<file path="src/rtl/noc_pkg.sv">
// Shared types and constants for the NoC output port.
// Contents: flit width, source select codes, one-hot turn codes,
// the flit type with X/Y destination accessors, and a helper that maps
// a source code onto its one-hot turn position.
package noc_pkg;

  localparam int FLIT_W = 8;

  localparam logic [2:0] SRC_N = 3'b000;
  localparam logic [2:0] SRC_S = 3'b001;
  localparam logic [2:0] SRC_E = 3'b010;
  localparam logic [2:0] SRC_W = 3'b011;
  localparam logic [2:0] SRC_L = 3'b100;

  localparam logic [4:0] TURN_N = 5'b10000;
  localparam logic [4:0] TURN_S = 5'b01000;
  localparam logic [4:0] TURN_E = 5'b00100;
  localparam logic [4:0] TURN_W = 5'b00010;
  localparam logic [4:0] TURN_L = 5'b00001;

  typedef logic [FLIT_W-1:0] flit_t;

  function automatic logic [3:0] flit_x(input flit_t f);
    return f[7:4];
  endfunction

  function automatic logic [3:0] flit_y(input flit_t f);
    return f[3:0];
  endfunction

  // Undefined source codes map to no turn bit, so they can never match a grant.
  function automatic logic [4:0] src_to_turn(input logic [2:0] src);
    logic [4:0] t;
    case (src)
      SRC_N:   t = TURN_N;
      SRC_S:   t = TURN_S;
      SRC_E:   t = TURN_E;
      SRC_W:   t = TURN_W;
      SRC_L:   t = TURN_L;
      default: t = 5'b00000;
    endcase
    return t;
  endfunction

endpackage

</file>
<file path="src/rtl/noc_output_port_if.sv">
// Link bundle between route logic / downstream router and one output port.
// master: route logic + downstream side (drives candidate flits, select,
//         enable, credit return; observes turn, full, data, valid, err).
// slave : the output port itself.
interface noc_output_port_if;
  import noc_pkg::*;

  flit_t       n_data_i;
  flit_t       s_data_i;
  flit_t       e_data_i;
  flit_t       w_data_i;
  flit_t       l_data_i;
  logic [2:0]  select_i;
  logic        enable_i;
  logic [4:0]  turn_o;
  logic        port_full_o;
  flit_t       data_o;
  logic        valid_o;
  logic        credit_i;
  logic        err_o;

  modport master (
    output n_data_i, s_data_i, e_data_i, w_data_i, l_data_i,
    output select_i, enable_i, credit_i,
    input  turn_o, port_full_o, data_o, valid_o, err_o
  );

  modport slave (
    input  n_data_i, s_data_i, e_data_i, w_data_i, l_data_i,
    input  select_i, enable_i, credit_i,
    output turn_o, port_full_o, data_o, valid_o, err_o
  );
endinterface

</file>
<file path="src/rtl/noc_fifo.sv">
// Flit FIFO for the output port.
// Ports: clk, rst (sync, active-high, clears pointers/count only),
//        i_push/i_data write side, i_pop read side,
//        o_full/o_empty from the registered occupancy, o_head = oldest entry.
// Callers must not push when full or pop when empty.
module noc_fifo
  import noc_pkg::*;
#(
  parameter int DEPTH = 4
) (
  input  logic  clk,
  input  logic  rst,
  input  logic  i_push,
  input  flit_t i_data,
  input  logic  i_pop,
  output logic  o_full,
  output logic  o_empty,
  output flit_t o_head
);
  localparam int AW = $clog2(DEPTH);
  localparam int CW = $clog2(DEPTH + 1);

  flit_t         r_mem [DEPTH];
  logic [AW-1:0] r_wr;
  logic [AW-1:0] r_rd;
  logic [CW-1:0] r_count;

  // Pointers wrap naturally because DEPTH is a power of two.
  always_ff @(posedge clk) begin
    if (rst) begin
      r_wr    <= '0;
      r_rd    <= '0;
      r_count <= '0;
    end else begin
      if (i_push) r_wr <= r_wr + AW'(1);
      if (i_pop)  r_rd <= r_rd + AW'(1);
      case ({i_push, i_pop})
        2'b10:   r_count <= r_count + CW'(1);
        2'b01:   r_count <= r_count - CW'(1);
        default: r_count <= r_count;
      endcase
    end
  end

  always_ff @(posedge clk) begin
    if (i_push) r_mem[r_wr] <= i_data;
  end

  assign o_full  = (r_count == CW'(DEPTH));
  assign o_empty = (r_count == '0);
  assign o_head  = r_mem[r_rd];
endmodule

</file>
<file path="src/rtl/noc_output_port.sv">
// One router output direction: rotating one-hot grant, granted-source
// write into a flit FIFO, credit-based send to the downstream router,
// and a sticky protocol-error flag.
// Ports: clk, rst (sync, active-high); io_port (slave side of
//        noc_output_port_if) carrying candidate flits, select/enable,
//        turn grant, port_full, data/valid out, credit return, err.
module noc_output_port
  import noc_pkg::*;
#(
  parameter int         DEPTH    = 4,
  parameter int         CREDITS  = 4,
  parameter logic [4:0] SRC_MASK = 5'b11111
) (
  input  logic               clk,
  input  logic               rst,
  noc_output_port_if.slave   io_port
);
  localparam int CRW = $clog2(CREDITS + 1);

  logic [4:0]     r_turn;
  logic [CRW-1:0] r_credits;
  logic           r_err;

  flit_t          w_sel_data;
  logic [4:0]     w_sel_turn;
  logic           w_sel_ok;
  logic           w_push;
  logic           w_wr_err;
  logic           w_credit_err;
  logic           w_send;
  logic           w_full;
  logic           w_empty;
  flit_t          w_head;

  // Reset grant: highest-priority present source.
  function automatic logic [4:0] first_turn();
    logic [4:0] t;
    t = 5'b00000;
    for (int i = 0; i < 5; i++) begin
      if (SRC_MASK[i]) t = 5'(5'b00001 << i);
    end
    return t;
  endfunction

  // Rotate right, skipping absent sources; a lone source keeps the grant.
  function automatic logic [4:0] next_turn(input logic [4:0] cur);
    logic [4:0] n;
    logic [4:0] res;
    logic       found;
    n     = cur;
    res   = cur;
    found = 1'b0;
    for (int k = 0; k < 5; k++) begin
      n = {n[0], n[4:1]};
      if (!found && ((n & SRC_MASK) != 5'b00000)) begin
        res   = n;
        found = 1'b1;
      end
    end
    return res;
  endfunction

  always_comb begin
    w_sel_data = '0;
    case (io_port.select_i)
      SRC_N:   w_sel_data = io_port.n_data_i;
      SRC_S:   w_sel_data = io_port.s_data_i;
      SRC_E:   w_sel_data = io_port.e_data_i;
      SRC_W:   w_sel_data = io_port.w_data_i;
      SRC_L:   w_sel_data = io_port.l_data_i;
      default: w_sel_data = '0;
    endcase
  end

  // A write is legal only for a defined, present source holding the grant
  // while the FIFO (by registered occupancy) has room; anything else is
  // discarded and flagged.
  assign w_sel_turn = src_to_turn(io_port.select_i);
  assign w_sel_ok   = ((w_sel_turn & r_turn) != 5'b00000) &&
                      ((w_sel_turn & SRC_MASK) != 5'b00000);
  assign w_push     = io_port.enable_i && !w_full && w_sel_ok;
  assign w_wr_err   = io_port.enable_i && !w_push;

  // Gated by rst so nothing leaves the port in the reset cycle.
  assign w_send       = !rst && !w_empty && (r_credits != '0);
  assign w_credit_err = io_port.credit_i && !w_send && (r_credits == CRW'(CREDITS));

  noc_fifo #(.DEPTH(DEPTH)) u_fifo (
    .clk     (clk),
    .rst     (rst),
    .i_push  (w_push),
    .i_data  (w_sel_data),
    .i_pop   (w_send),
    .o_full  (w_full),
    .o_empty (w_empty),
    .o_head  (w_head)
  );

  always_ff @(posedge clk) begin
    if (rst) begin
      r_turn    <= first_turn();
      r_credits <= CRW'(CREDITS);
      r_err     <= 1'b0;
    end else begin
      r_turn <= next_turn(r_turn);
      // Send and credit return together cancel out.
      if (w_send && !io_port.credit_i)
        r_credits <= r_credits - CRW'(1);
      else if (!w_send && io_port.credit_i && (r_credits != CRW'(CREDITS)))
        r_credits <= r_credits + CRW'(1);
      if (w_wr_err || w_credit_err) r_err <= 1'b1;
    end
  end

  assign io_port.turn_o      = r_turn;
  assign io_port.port_full_o = w_full;
  assign io_port.valid_o     = w_send;
  assign io_port.data_o      = w_send ? w_head : '0;
  assign io_port.err_o       = r_err;
endmodule

</file>
<file path="src/flat_wrapper.sv">
// flat-port wrapper written by rule: the top's interface ports become plain ports
module noc_output_port_flat import noc_pkg::*;
#(
  parameter int         DEPTH    = 4,
  parameter int         CREDITS  = 4,
  parameter logic [4:0] SRC_MASK = 5'b11111
)
  (clk, rst, io_port_n_data_i, io_port_s_data_i, io_port_e_data_i, io_port_w_data_i, io_port_l_data_i, io_port_select_i, io_port_enable_i, io_port_credit_i, io_port_turn_o, io_port_port_full_o, io_port_data_o, io_port_valid_o, io_port_err_o);
  noc_output_port_if io_port_i ();
  input  logic clk;
  input  logic rst;
  input wire logic [$bits(io_port_i.n_data_i)-1:0] io_port_n_data_i;
  input wire logic [$bits(io_port_i.s_data_i)-1:0] io_port_s_data_i;
  input wire logic [$bits(io_port_i.e_data_i)-1:0] io_port_e_data_i;
  input wire logic [$bits(io_port_i.w_data_i)-1:0] io_port_w_data_i;
  input wire logic [$bits(io_port_i.l_data_i)-1:0] io_port_l_data_i;
  input wire logic [$bits(io_port_i.select_i)-1:0] io_port_select_i;
  input wire logic [$bits(io_port_i.enable_i)-1:0] io_port_enable_i;
  input wire logic [$bits(io_port_i.credit_i)-1:0] io_port_credit_i;
  output wire logic [$bits(io_port_i.turn_o)-1:0] io_port_turn_o;
  output wire logic [$bits(io_port_i.port_full_o)-1:0] io_port_port_full_o;
  output wire logic [$bits(io_port_i.data_o)-1:0] io_port_data_o;
  output wire logic [$bits(io_port_i.valid_o)-1:0] io_port_valid_o;
  output wire logic [$bits(io_port_i.err_o)-1:0] io_port_err_o;
  assign io_port_i.n_data_i = io_port_n_data_i;
  assign io_port_i.s_data_i = io_port_s_data_i;
  assign io_port_i.e_data_i = io_port_e_data_i;
  assign io_port_i.w_data_i = io_port_w_data_i;
  assign io_port_i.l_data_i = io_port_l_data_i;
  assign io_port_i.select_i = io_port_select_i;
  assign io_port_i.enable_i = io_port_enable_i;
  assign io_port_i.credit_i = io_port_credit_i;
  assign io_port_turn_o = io_port_i.turn_o;
  assign io_port_port_full_o = io_port_i.port_full_o;
  assign io_port_data_o = io_port_i.data_o;
  assign io_port_valid_o = io_port_i.valid_o;
  assign io_port_err_o = io_port_i.err_o;
  noc_output_port #(.DEPTH(DEPTH), .CREDITS(CREDITS), .SRC_MASK(SRC_MASK)) u_core (.clk(clk), .rst(rst), .io_port(io_port_i));
endmodule
</file>
<file path="config.mk">
export PLATFORM = sky130hd
export DESIGN_NAME = noc_output_port_flat
export DESIGN_NICKNAME = d
export VERILOG_FILES = /design/src/rtl/noc_pkg.sv /design/src/rtl/noc_output_port_if.sv /design/src/rtl/noc_fifo.sv /design/src/rtl/noc_output_port.sv /design/src/flat_wrapper.sv
export SDC_FILE = /design/constraint.sdc
export NUM_CORES = 1
export LEC_CHECK = 0
export ABC_CLOCK_PERIOD_IN_PS = 2500
export BUFFER_PORTS_ARGS = -buffer_cell sky130_fd_sc_hd__buf_2
export CELL_PAD_IN_SITES_DETAIL_PLACEMENT = 0
export CELL_PAD_IN_SITES_GLOBAL_PLACEMENT = 1
export CORE_UTILIZATION = 38
export DETAILED_ROUTE_END_ITERATION = 10
export MAX_ROUTING_LAYER = met4
export PLACE_DENSITY = 0.85
export SYNTH_ARGS = -nofsm -noshare
export SYNTH_HDL_FRONTEND = slang
export SYNTH_SLANG_ARGS = --single-unit
export TNS_END_PERCENT = 100
</file>
<file path="constraint.sdc">
create_clock -name clk -period 2.5 [get_ports clk]
set_input_delay 0 -clock clk [delete_from_list [all_inputs] [get_ports clk]]
set_output_delay 0 -clock clk [all_outputs]
set_load 0.02 [all_outputs]
</file>
==> reports/qor.txt, run 1 <==
Slew headroom = 62.1%
Chip height = 83.4 um
Gpl congestion = 0.807
Setup ws final = 0.195 ns
Clk sinks = 50
Detailed Place HPWL = 3700 um
DRC = 0
Skew-Pair Late Insertion Delay = 0.31 ns
Die X = 83.4 um
Reg2Reg Depth = 9
Sink of the worst hold path = u_core.r_credits[1]
Post-layout util = 47.2%
Seq pwr share = 55.0%
Clock share of power = 28.7%
CP Capture Type = flop
CTS max path bufs = 2
Placed cell areas = 2900 um^2
Worst Path Arrival = 2.54 ns
Largest net degree at the start of global routing = 23
Cell class contributing the biggest share of worst-path delay = simple AND/OR/NAND/NOR gates
Cell depth of the worst min-delay path = 2
Startpoint class of the critical path = flop
Via/cell ratio = 5.15
Syn. warnings = 0
Synthesized cell area = 2520 um^2
CTS tree = yes
Sum of negative setup slack = 0 ns
Outcome = finished, final reports clean
Post-Layout Inst Area = 3010 um^2
Syn_area_per_cell = 12.7 um^2
WL/cell = 14.4 um
Skew final = 0.00831 ns
Drt pass-1 iters = 4
Root Buffer = clkbuf_8
Power density cells = 563 nW/um^2
Tightest hold margin = 0.0656 ns
Post-CTS Repair Setup Buffers = 0
RR Startpoint = u_core.u_fifo.r_count[0]
Worst slew pin tran = 0.567 ns
P&R area growth vs syn = 19.6%
Peak supply drop = 0.000280 V
NumNets Final = 315
Top_reg_cell synth = edfxtp_1
Via count = 1747
Reg2reg setup slack = 0.20 ns
Seq/Total Area, Yosys = 52.5%
Vias in the first global route = 1749
Post-CTS Resized = 0
Initial antenna violation count = 0
Cell-internal power = 1.25 mW
Number of fill cells = 595
WP buf/inv = 2
Sw frac = 26.4%
Storage cell area = 1320 um^2
Row count = 29
Critical path's slowest cell = dfxtp_1
Fraction of layout cells with a size suffix above 1 = 38.5%
Core area = 6390 um^2
Max-slew violations = 0
MaxCap Viol Count = 0
First-pass GRT wire length = 8170 um
GR Util All Layers = 15.3%
Final period utilization = 92.2%
PortBufs = 62
Die area = 6950 um^2
Final ANT Viol Nets = 0
NetSw = 0.449 mW
Finish-stage setup viols = 0
Ant diodes = 0
Post-synth EDFFs = 32
Async set-reset flop share out of synthesis = 0%
Post-synthesis instance total = 199
Worst path max stage delay = 0.45 ns
CP Cell Sequence = nor3_4, or3_4, inv_2, ha_1, inv_1, fa_1, xor2_1, or3_1, a21oi_1
Fmax = 434 MHz
CP required = 2.74 ns
RSZ-0062 raised after global routing = false
Worst hold path type = input port to flop
Setup WS pre-CTS = 0.220 ns
Hold_sp = io_port_credit_i
Endpoints failing hold = 0
IO Count = 63
Static leakage = 1.14 nW
Initial core utilization = 39.4%
Clock buffer count from CTS = 5
Count of cell types in the netlist = 46
H-tree depth = 2
Reg-to-Reg End = u_core.u_fifo.r_count[2]
Routed WL = 4890 um
Synth Register Bits = 50
Mapped Nets = 253
Min Tclk post-route = 2.30 ns
Worst Path Max Fanout = 6
Iteration-0 DRC Markers = 93
Worst setup path category = flop to flop
Clk slew on worst S/H paths = 0.09 ns
Combinational power share = 16.3%
Area occupied by multi-input gates = 1110 um^2
Grt ovf = 0
layout make-up:
class	count	area share [%]
sequential	50	43.9
inverter	10	1.25
tap	77	3.20
multi-input combinational	127	36.8
clock inverter	3	0.956
timing repair buffer	67	11.6
clock buffer	5	2.29
cell families after synthesis:
| group | Yosys count | share of synthesized area [%] |
|---|---|---|
| buffers and inverters | 22 | 3.68 |
| AO/OA/AOI/OAI | 39 | 11.3 |
| AND/OR/NAND/NOR | 55 | 13.7 |
| adder cells (fa/ha/maj) | 7 | 4.08 |
| flip-flops | 50 | 52.5 |
| XOR/XNOR | 5 | 1.74 |
| multiplexers | 21 | 13.0 |
cell usage in the layout (no fill, tap or decap), types with 2 or more instances in the layout:
cell | synthesis | routed
nand2b_1 | 4 | 4
ha_1 | 5 | 5
nor2b_1 | 6 | 6
or3_1 | 2 | 2
mux2i_1 | 2 | 2
a22oi_1 | 16 | 16
edfxtp_1 | 32 | 32
clkbuf_8 | 0 | 5
a21oi_1 | 6 | 6
nor2_1 | 10 | 10
mux2_2 | 8 | 8
xor2_1 | 4 | 4
buf_2 | 2 | 62
dfxtp_1 | 18 | 18
inv_2 | 2 | 2
mux4_2 | 8 | 8
nor3_1 | 2 | 2
mux2_1 | 2 | 2
nand2_1 | 4 | 4
buf_4 | 0 | 4
nand3_1 | 3 | 3
and2_1 | 12 | 12
inv_1 | 8 | 8
o22ai_1 | 9 | 9
fa_1 | 2 | 2
nand3b_1 | 2 | 2
stage by stage:
stage	cells	power [mW]
after floorplan	199	1.13
after global placement	330	1.22
after detailed placement	330	1.23
after CTS	339	1.71
after global routing	339	1.78
final	339	1.70
state kept, by name (all words and copies together), names as in the netlist, named ones only:
signal	count
u_core.u_fifo.r_mem	32
u_core.io_port.turn_o	5
u_core.r_credits	3
u_core.u_fifo.r_count	3
u_core.u_fifo.r_rd	2
u_core.u_fifo.r_wr	2
u_core.io_port.err_o	1
worst register-to-register path, cell delays in order (launching register included):
cell and delay, ns:
dfxtp_1 0.45, nor3_4 0.10, or3_4 0.41, inv_2 0.08, ha_1 0.18, inv_1 0.06, fa_1 0.37, xor2_1 0.16
or3_1 0.31, a21oi_1 0.14
cell usage after synthesis, drive strengths merged (2+ instances only):
| library cell | count | share of area (%) |
|---|---|---|
| xor2 | 4 | 1.4 |
| nor3b | 2 | 0.60 |
| edfxtp | 32 | 38 |
| mux4 | 8 | 7.2 |
| clkbuf | 7 | 1.0 |
| a22oi | 16 | 4.8 |
| nor2b | 7 | 2.0 |
| mux2 | 11 | 5.1 |
| nor2 | 10 | 1.5 |
| nand3b | 2 | 0.60 |
| and2 | 12 | 3.0 |
| a21oi | 6 | 1.2 |
| fa | 2 | 1.6 |
| o21ai | 2 | 0.40 |
| o22ai | 9 | 2.2 |
| inv | 10 | 1.5 |
| ha | 5 | 2.5 |
| nand2b | 4 | 0.99 |
| nand2 | 4 | 0.60 |
| nand3 | 3 | 0.60 |
| buf | 5 | 1.1 |
| mux2i | 2 | 0.80 |
| dfxtp | 18 | 14 |
| nor3 | 3 | 1.0 |
| or3 | 3 | 0.94 |
power by group through the flow:
stage                     clock, mW  combinational (mW)  sequential (mW)
after global placement            0               0.271            0.951
after CTS                     0.499               0.279            0.934
after detailed placement          0               0.276            0.953
after global routing          0.534               0.308            0.938
final                         0.487               0.277            0.933
after floorplan                   0               0.189            0.946
metal layers:
metal  track usage, %  part of all wire [%]  wire length [um]  vias up
met5                -                     0                 0        -
met4             5.17                   1.4                68        0
met3             3.08                   3.8               185        6
met2             24.1                    47              2290       47
met1             19.8                    48              2340      828
li1                 -                     -                 -      866
worst max-delay path by stage:
stage	startpoint	endpoint	slack, ns	cells past startpoint
6_report	u_core.u_fifo.r_count[0]	u_core.u_fifo.r_count[2]	0.20	9
5_1_grt	u_core.u_fifo.r_count[0]	u_core.u_fifo.r_count[2]	0.04	9
4_1_cts	u_core.u_fifo.r_count[0]	u_core.u_fifo.r_count[2]	0.18	9
3_5_place_dp	u_core.u_fifo.r_count[0]	u_core.u_fifo.r_count[2]	0.22	9
3_3_place_gp	u_core.u_fifo.r_count[0]	u_core.u_fifo.r_count[2]	0.28	9
2_1_floorplan	u_core.u_fifo.r_count[0]	u_core.u_fifo.r_count[2]	0.06	10
what timing repair did:
item                                    CTS  global route
endpoints found under the setup margin    0             0
hold buffers                              1             0
hold endpoints to repair                  1             0
Note: power is estimated with default switching activity, not from simulation.
==> inputs of run 2 (changes only) <==
--- a/config.mk
+++ b/config.mk
@@ -5,14 +5,15 @@
 export SDC_FILE = /design/constraint.sdc
 export NUM_CORES = 1
 export LEC_CHECK = 0
+export ABC_AREA = 1
 export ABC_CLOCK_PERIOD_IN_PS = 2500
 export BUFFER_PORTS_ARGS = -buffer_cell sky130_fd_sc_hd__buf_2
 export CELL_PAD_IN_SITES_DETAIL_PLACEMENT = 0
 export CELL_PAD_IN_SITES_GLOBAL_PLACEMENT = 1
-export CORE_UTILIZATION = 38
+export CORE_UTILIZATION = 35
 export DETAILED_ROUTE_END_ITERATION = 10
 export MAX_ROUTING_LAYER = met4
-export PLACE_DENSITY = 0.85
+export PLACE_DENSITY = 0.84
 export SYNTH_ARGS = -nofsm -noshare
 export SYNTH_HDL_FRONTEND = slang
 export SYNTH_SLANG_ARGS = --single-unit
==> run 2 against run 1 <==
  * Clock power decreased by 10%
  * Count of clock-buffer cells in the layout unchanged
  * Core utilization decreased by 3.1 points
  * Area after synthesis decreased by 1.9%
  * Critical path type unchanged
  * Critical endpoint unchanged
  * Largest power group unchanged
==> reports/qor.txt, run 2 <==
Hold_sp = rst
Initial core utilization = 36.4% (-3.1 points)
Skew final = 0.00610 ns (-0.00222 ns)
Synthesized cell area = 2470 um^2 (-1.9%)
Final ANT Viol Nets = 0 (unchanged)
Slew headroom = 64.8% (+2.6 points)
Chip height = 86.0 um (+3.1%)
Top cells by area, synth = edfxtp_1 (39%), dfxtp_1 (15%), inv_1 (7.9%)
Commonest non-fill, non-tap cell in the layout = buf_2
PortBufs = 62 (unchanged)
Core area = 6790 um^2 (+6.4%)
Post-synth EDFFs = 32 (unchanged)
Number of fill cells = 667 (+12%)
CTS tree = yes
Count of cell types in the netlist = 27 (-41%)
DRC = 0 (unchanged)
Power density cells = 685 nW/um^2 (+22%)
Fmax = 477 MHz (+9.9%)
Post-layout util = 44.1% (-3.1 points)
Grt ovf = 0 (unchanged)
Ant diodes = 0 (unchanged)
Sink of the worst hold path = u_core.u_fifo.r_wr[1]
Static leakage = 1.38 nW (+21%)
Reg-to-Reg End = u_core.u_fifo.r_count[2]
IO Count = 63 (unchanged)
Mapped Nets = 336 (+33%)
Seq/Total Area, Yosys = 53.5% (+1.0 points)
Fraction of layout cells with a size suffix above 1 = 24.0% (-15 points)
Met2 Use GR = 24.0% (-0.043 points)
Met3 usage = 2.50% (-0.58 points)
GR Util All Layers = 14.5% (-0.80 points)
Reg2Reg Depth = 11 (+2)
Final period utilization = 83.9% (-8.3 points)
Skew-Pair Late Insertion Delay = 0.30 ns (about the same)
Max-slew violations = 0 (unchanged)
Drt pass-1 iters = 4 (unchanged)
Largest net degree at the start of global routing = 18 (-22%)
First-pass GRT wire length = 8120 um (-0.59%)
H-tree depth = 2 (unchanged)
Iteration-0 DRC Markers = 125 (+34%)
Most used routing layer = met2
Post-CTS Repair Setup Buffers = 0 (unchanged)
Root Buffer = clkbuf_8
Clk sinks = 50 (unchanged)
Syn_area_per_cell = 8.76 um^2 (-31%)
Top_reg_cell synth = edfxtp_1
Via count = 2048 (+17%)
Share of the synthesized area in the top cell type = 38.9% (+0.73 points)
Via/cell ratio = 4.59 (-11%)
Clk slew on worst S/H paths = 0.08 ns (about the same)
Die area = 7400 um^2 (+6.4%)
P&R area growth vs syn = 21.2%
Row count = 30 (+3.4%)
Worst Path Max Fanout = 8 (+2)
Commonest cells after routing, fill and taps aside = buf_2 (62), inv_1 (52), nor2_1 (43)
WL/cell = 11.3 um (-21%)
Die X = 86.0 um (+3.1%)
Syn. warnings = 0 (unchanged)
Endpoints failing hold = 0 (unchanged)
Sum of negative setup slack = 0 ns (unchanged)
Initial antenna violation count = 0 (unchanged)
Vias in the first global route = 1841 (+5.3%)
MaxCap Viol Count = 0 (unchanged)
Peak supply drop = 0.000241 V (-14%)
Commonest cells in the netlist = inv_1 (52), nor2_1 (43), nand2_1 (39), edfxtp_1 (32), o21ai_0 (22)
Cell depth of the worst min-delay path = 2 (unchanged)
CTS max path bufs = 2 (unchanged)
Detailed Place HPWL = 3780 um (+2.3%)
Leading area contributor after synthesis = edfxtp_1
Finish-stage setup viols = 0 (unchanged)
Reg2reg setup slack = 0.40 ns (+0.21 ns)
CP Capture Type = flop
Clock buffer count from CTS = 5 (unchanged)
Post-synthesis instance total = 282 (+42%)
Most flop-heavy register = u_core.u_fifo.r_mem
Worst hold path type = input port to flop
Min Tclk post-route = 2.10 ns (-0.207 ns)
Worst Path Arrival = 2.29 ns (-0.25 ns)
Async set-reset flop share out of synthesis = 0% (unchanged)
Gpl congestion = 0.785 (-2.8%)
NumNets Final = 403 (+28%)
Max reg flops = 32 (unchanged)
Startpoint class of the critical path = flop
Most frequent cell after synthesis = inv_1
RR Startpoint = u_core.u_fifo.r_count[2]
Setup ws final = 0.402 ns (+0.207 ns)
CP required = 2.69 ns (-0.05 ns)
RSZ-0062 raised after global routing = false
Outcome = finished, final reports clean
Worst setup path category = flop to flop
Synth Register Bits = 50 (unchanged)
Worst slew pin tran = 0.527 ns (-0.0397 ns)
Routed WL = 5050 um (+3.4%)
Grt met1 use = 17.3% (-2.4 points)
Setup WS pre-CTS = 0.432 ns (+0.212 ns)
## run 2: metrics by stage
step | hold slack [ns] | cell area [um^2] | power [mW] | instances
floorplan | 0.143 | 2470 | 1.45 | 282
global placement | 0.305 | 2900 | 1.62 | 437
detailed placement | 0.304 | 2900 | 1.63 | 437
CTS | 0.0140 | 2990 | 2.07 | 446
global route | 0.0249 | 2990 | 2.18 | 446
finish | 0.0115 | 2990 | 2.05 | 446
## run 2: per-layer routing
metal	up-vias	wire, um
met5	-	0
met4	0	47
met3	4	262
met2	58	2470
met1	925	2270
li1	1061	-
## run 2: cell families after synthesis
group	synth area share, %
AND/OR/NAND/NOR	22.0
adder cells (fa/ha/maj)	4.15
AO/OA/AOI/OAI	10.5
buffers and inverters	9.83
flip-flops	53.5
## run 2: critical path: stages, from the launching register on
cell,delay [ns]
dfxtp_1,0.32
inv_1,0.07
nor3_1,0.24
nor2_1,0.16
nand2_4,0.13
ha_1,0.15
inv_1,0.06
fa_1,0.38
a21oi_1,0.14
o21ai_0,0.11
o21ai_0,0.16
a21oi_1,0.05
## run 2: final cells by class
| cell class | instances | area, um^2 | share of cell area [%] |
|---|---|---|---|
| Timing Repair Buffer | 68 | 358 | 12.0 |
| Clock inverter | 3 | 16.3 | 0.543 |
| Inverter | 54 | 203 | 6.77 |
| Multi-Input combinational cell | 170 | 906 | 30.3 |
| Clock buffer | 5 | 68.8 | 2.30 |
| Sequential cell | 50 | 1320 | 44.1 |
| Tap cell | 96 | 120 | 4.01 |
## run 2: power breakdown
part	switching, mW	total [mW]	internal [mW]
sequential	0.0592	1.00	0.943
clock	0.246	0.438	0.192
combinational	0.392	0.611	0.220
## run 2: repair_timing
item,4_1_cts,5_1_grt
gates resized for setup,0,0
endpoints found under the hold margin,1,0
hold buffers,1,0
## run 2: worst max-delay path by stage
stage / startpoint / endpoint / slack, ns
final: u_core.u_fifo.r_count[2] / u_core.u_fifo.r_count[2] / 0.40
after global routing: u_core.u_fifo.r_count[2] / u_core.u_fifo.r_count[2] / 0.16
after CTS: u_core.u_fifo.r_count[2] / u_core.u_fifo.r_count[2] / 0.41
after detailed placement: u_core.u_fifo.r_count[0] / u_core.u_fifo.r_count[2] / 0.43
after global placement: io_port_select_i[2] / u_core.u_fifo.r_count[2] / 0.57
after floorplan: u_core.u_fifo.r_count[0] / u_core.u_fifo.r_count[2] / 0.19
==> inputs of run 3 (changes only) <==
--- a/config.mk
+++ b/config.mk
@@ -6,14 +6,14 @@
 export NUM_CORES = 1
 export LEC_CHECK = 0
 export ABC_AREA = 1
-export ABC_CLOCK_PERIOD_IN_PS = 2500
+export ABC_CLOCK_PERIOD_IN_PS = 2000
 export BUFFER_PORTS_ARGS = -buffer_cell sky130_fd_sc_hd__buf_2
 export CELL_PAD_IN_SITES_DETAIL_PLACEMENT = 0
 export CELL_PAD_IN_SITES_GLOBAL_PLACEMENT = 1
-export CORE_UTILIZATION = 35
+export CORE_UTILIZATION = 39
 export DETAILED_ROUTE_END_ITERATION = 10
 export MAX_ROUTING_LAYER = met4
-export PLACE_DENSITY = 0.84
+export PLACE_DENSITY = 0.88
 export SYNTH_ARGS = -nofsm -noshare
 export SYNTH_HDL_FRONTEND = slang
 export SYNTH_SLANG_ARGS = --single-unit
==> constraint.sdc (replaced) <==
create_clock -name clk -period 2 [get_ports clk]
set_input_delay 0 -clock clk [delete_from_list [all_inputs] [get_ports clk]]
set_output_delay 0 -clock clk [all_outputs]
set_load 0.02 [all_outputs]
==> run 3 against run 2 <==
  * Worst setup slack got worse by 0.25 ns
  * Core utilization rose by 7.0 points
  * Sequential share of layout area fell by 1.2 points
  * First-iteration DRC count rose by 7.2%
  * Sequential power rose by 25%
  * Register-to-register slack got worse by 0.25 ns
  * Sequential cell count did not move
  * Worst hold slack improved by 0.063 ns
  * Critical path type unchanged
  * Critical endpoint unchanged
==> reports/qor.txt, run 3 (synthesized netlist as in run 2, its figures left out) <==
Grt ovf = 0 (unchanged)
GR Util All Layers = 17.3% (+2.8 points)
Worst setup path category = flop to flop
Peak supply drop = 0.000355 V (+48%)
Dpl cells = 423 (-3.2%)
Max-slew violations = 0 (unchanged)
Reg2Reg Depth = 11 (unchanged)
Reg-to-Reg End = u_core.u_fifo.r_count[2]
WL/cell = 11.6 um (+2.5%)
Startpoint class of the critical path = flop
Die area = 6660 um^2 (-10%)
Die X = 81.6 um (-5.1%)
Endpoints failing hold = 0 (unchanged)
Commonest non-fill, non-tap cell in the layout = buf_2
Min Tclk post-route = 1.85 ns (-0.247 ns)
NumNets Final = 411 (+2.0%)
Final Power = 2.75 mW (+34%)
Chip height = 81.6 um (-5.1%)
Ant diodes = 0 (unchanged)
Clock buffer count from CTS = 5 (unchanged)
Non-Filler Instances = 433 (-2.9%)
First-pass GRT wire length = 8470 um (+4.2%)
Worst Path Max Fanout = 5 (-3)
DRC = 0 (unchanged)
Worst hold path type = input port to flop
P&R area growth vs syn = 24.7%
CP required = 2.19 ns (-0.50 ns)
Via count = 2066 (+0.88%)
Fmax = 540 MHz (+13%)
H-tree depth = 2 (unchanged)
Number of fill cells = 566 (-15%)
Row count = 28 (-6.7%)
Sink of the worst hold path = u_core.u_fifo.r_mem[0][5]
CTS max path bufs = 2 (unchanged)
Core area = 6030 um^2 (-11%)
Storage cell area = 1320 um^2 (+0.19%)
Max reg flops = 32 (unchanged)
Most flop-heavy register = u_core.u_fifo.r_mem
Vias in the first global route = 1983 (+7.7%)
Commonest cells after routing, fill and taps aside = buf_2 (62), inv_1 (50), nor2_1 (41)
Via/cell ratio = 4.77 (+3.9%)
Detailed Place HPWL = 3870 um (+2.3%)
Reg2reg setup slack = 0.15 ns (-0.25 ns)
Worst setup startpoint = u_core.u_fifo.r_count[1]
Largest net degree at the start of global routing = 17 (-1)
Drt pass-1 iters = 4 (unchanged)
PortBufs = 62 (unchanged)
Setup ws final = 0.149 ns (-0.253 ns)
RSZ-0062 raised after global routing = true
Root Buffer = clkbuf_8
Worst Path Arrival = 2.04 ns (-0.25 ns)
Initial core utilization = 41.0% (+4.6 points)
Area occupied by multi-input gates = 922 um^2 (+1.8%)
Skew final = 0.00929 ns (+0.00319 ns)
Power density cells = 895 nW/um^2 (+31%)
Finish-stage setup viols = 0 (unchanged)
Fraction of layout cells with a size suffix above 1 = 27.7% (+3.7 points)
Cell depth of the worst min-delay path = 3 (+1)
Gpl congestion = 0.809 (+3.1%)
Final ANT Viol Nets = 0 (unchanged)
Final period utilization = 92.6% (+8.6 points)
CP Capture Type = flop
Outcome = finished, final reports clean
Sum of negative setup slack = 0 ns (unchanged)
RR Startpoint = u_core.u_fifo.r_count[1]
Worst slew pin tran = 0.525 ns (-0.00222 ns)
Iteration-0 DRC Markers = 134 (+7.2%)
Initial antenna violation count = 0 (unchanged)
Setup WS pre-CTS = 0.0968 ns (-0.336 ns)
CTS tree = yes
Static leakage = 1.43 nW (+3.9%)
MaxCap Viol Count = 0 (unchanged)
Routed WL = 5030 um (-0.46%)
Skew-Pair Late Insertion Delay = 0.30 ns (about the same)
Clk sinks = 50 (unchanged)
IO Count = 63 (unchanged)
Hold_sp = io_port_e_data_i[5]
Slew headroom = 64.8% (about the same)
Clk slew on worst S/H paths = 0.09 ns (about the same)
Tightest hold margin = 0.0745 ns (+0.0631 ns)
-- run 3: cell types whose count changed in the layout (fill, tap and decap cells not counted), sizes merged --
cell	before	now
buf	67	74
bufinv	0	1
clkinv	2	1
dlygate4sd3	1	2
-- run 3: report_power, final --
| group | total [mW] | internal, mW | switching, mW |
|---|---|---|---|
| Clock | 0.687 | 0.374 | 0.313 |
| Combinational | 0.814 | 0.305 | 0.509 |
| Sequential | 1.25 | 1.18 | 0.0710 |
| Total | 2.75 | 1.86 | 0.892 |
-- run 3: final cells by class --
type	instances	share of cell area [%]
Clock buffer	5	2.23
Clock inverter	3	1.42
Inverter	54	6.70
Multi-Input combinational cell	170	29.9
Sequential cell	50	43.0
Tap cell	75	3.05
Timing Repair Buffer	76	13.7
-- run 3: worst max-delay path by stage --
stage / endpoint / cells past startpoint
after floorplan: u_core.u_fifo.r_count[2] / 10
after global placement: u_core.u_fifo.r_count[2] / 11
after detailed placement: u_core.u_fifo.r_count[2] / 11
after CTS: u_core.u_fifo.r_count[2] / 11
after global routing: u_core.u_fifo.r_count[2] / 11
final: u_core.u_fifo.r_count[2] / 11
-- run 3: per-stage QoR --
| step | util (%) | instance area, um^2 |
|---|---|---|
| 2_1_floorplan | - | 2490 |
| 3_3_place_gp | 48.8 | 2940 |
| 3_5_place_dp | 48.8 | 2940 |
| 4_1_cts | 51.0 | 3070 |
| 5_1_grt | 51.1 | 3080 |
| 6_report | 51.1 | 3080 |
-- run 3: timing repair --
| action | 4_1_cts | 5_1_grt |
|---|---|---|
| endpoints found under the hold margin | 2 | 0 |
| endpoints found under the setup margin | 0 | 3 |
| setup buffers | 0 | 0 |
| gates resized for setup | 0 | 6 |
| hold buffers | 2 | 0 |
-- run 3: routing by layer --
metal  global-route usage, %  routed length [um]  part of all wire [%]
met1                    19.3                2160                    43
met2                    30.4                2460                    49
met3                    3.33                 349                   6.9
met4                    6.67                  58                   1.2
met5                       -                   0                     0
-- run 3: critical path: stages, from the launching register on --
cell     delay (ns)
dfxtp_2        0.37
inv_1          0.08
nand3_1        0.10
nand3_2        0.13
inv_2          0.08
ha_1           0.13
inv_1          0.07
fa_1           0.39
a21oi_1        0.15
o21ai_1        0.09
o21ai_1        0.12
a21oi_1        0.05
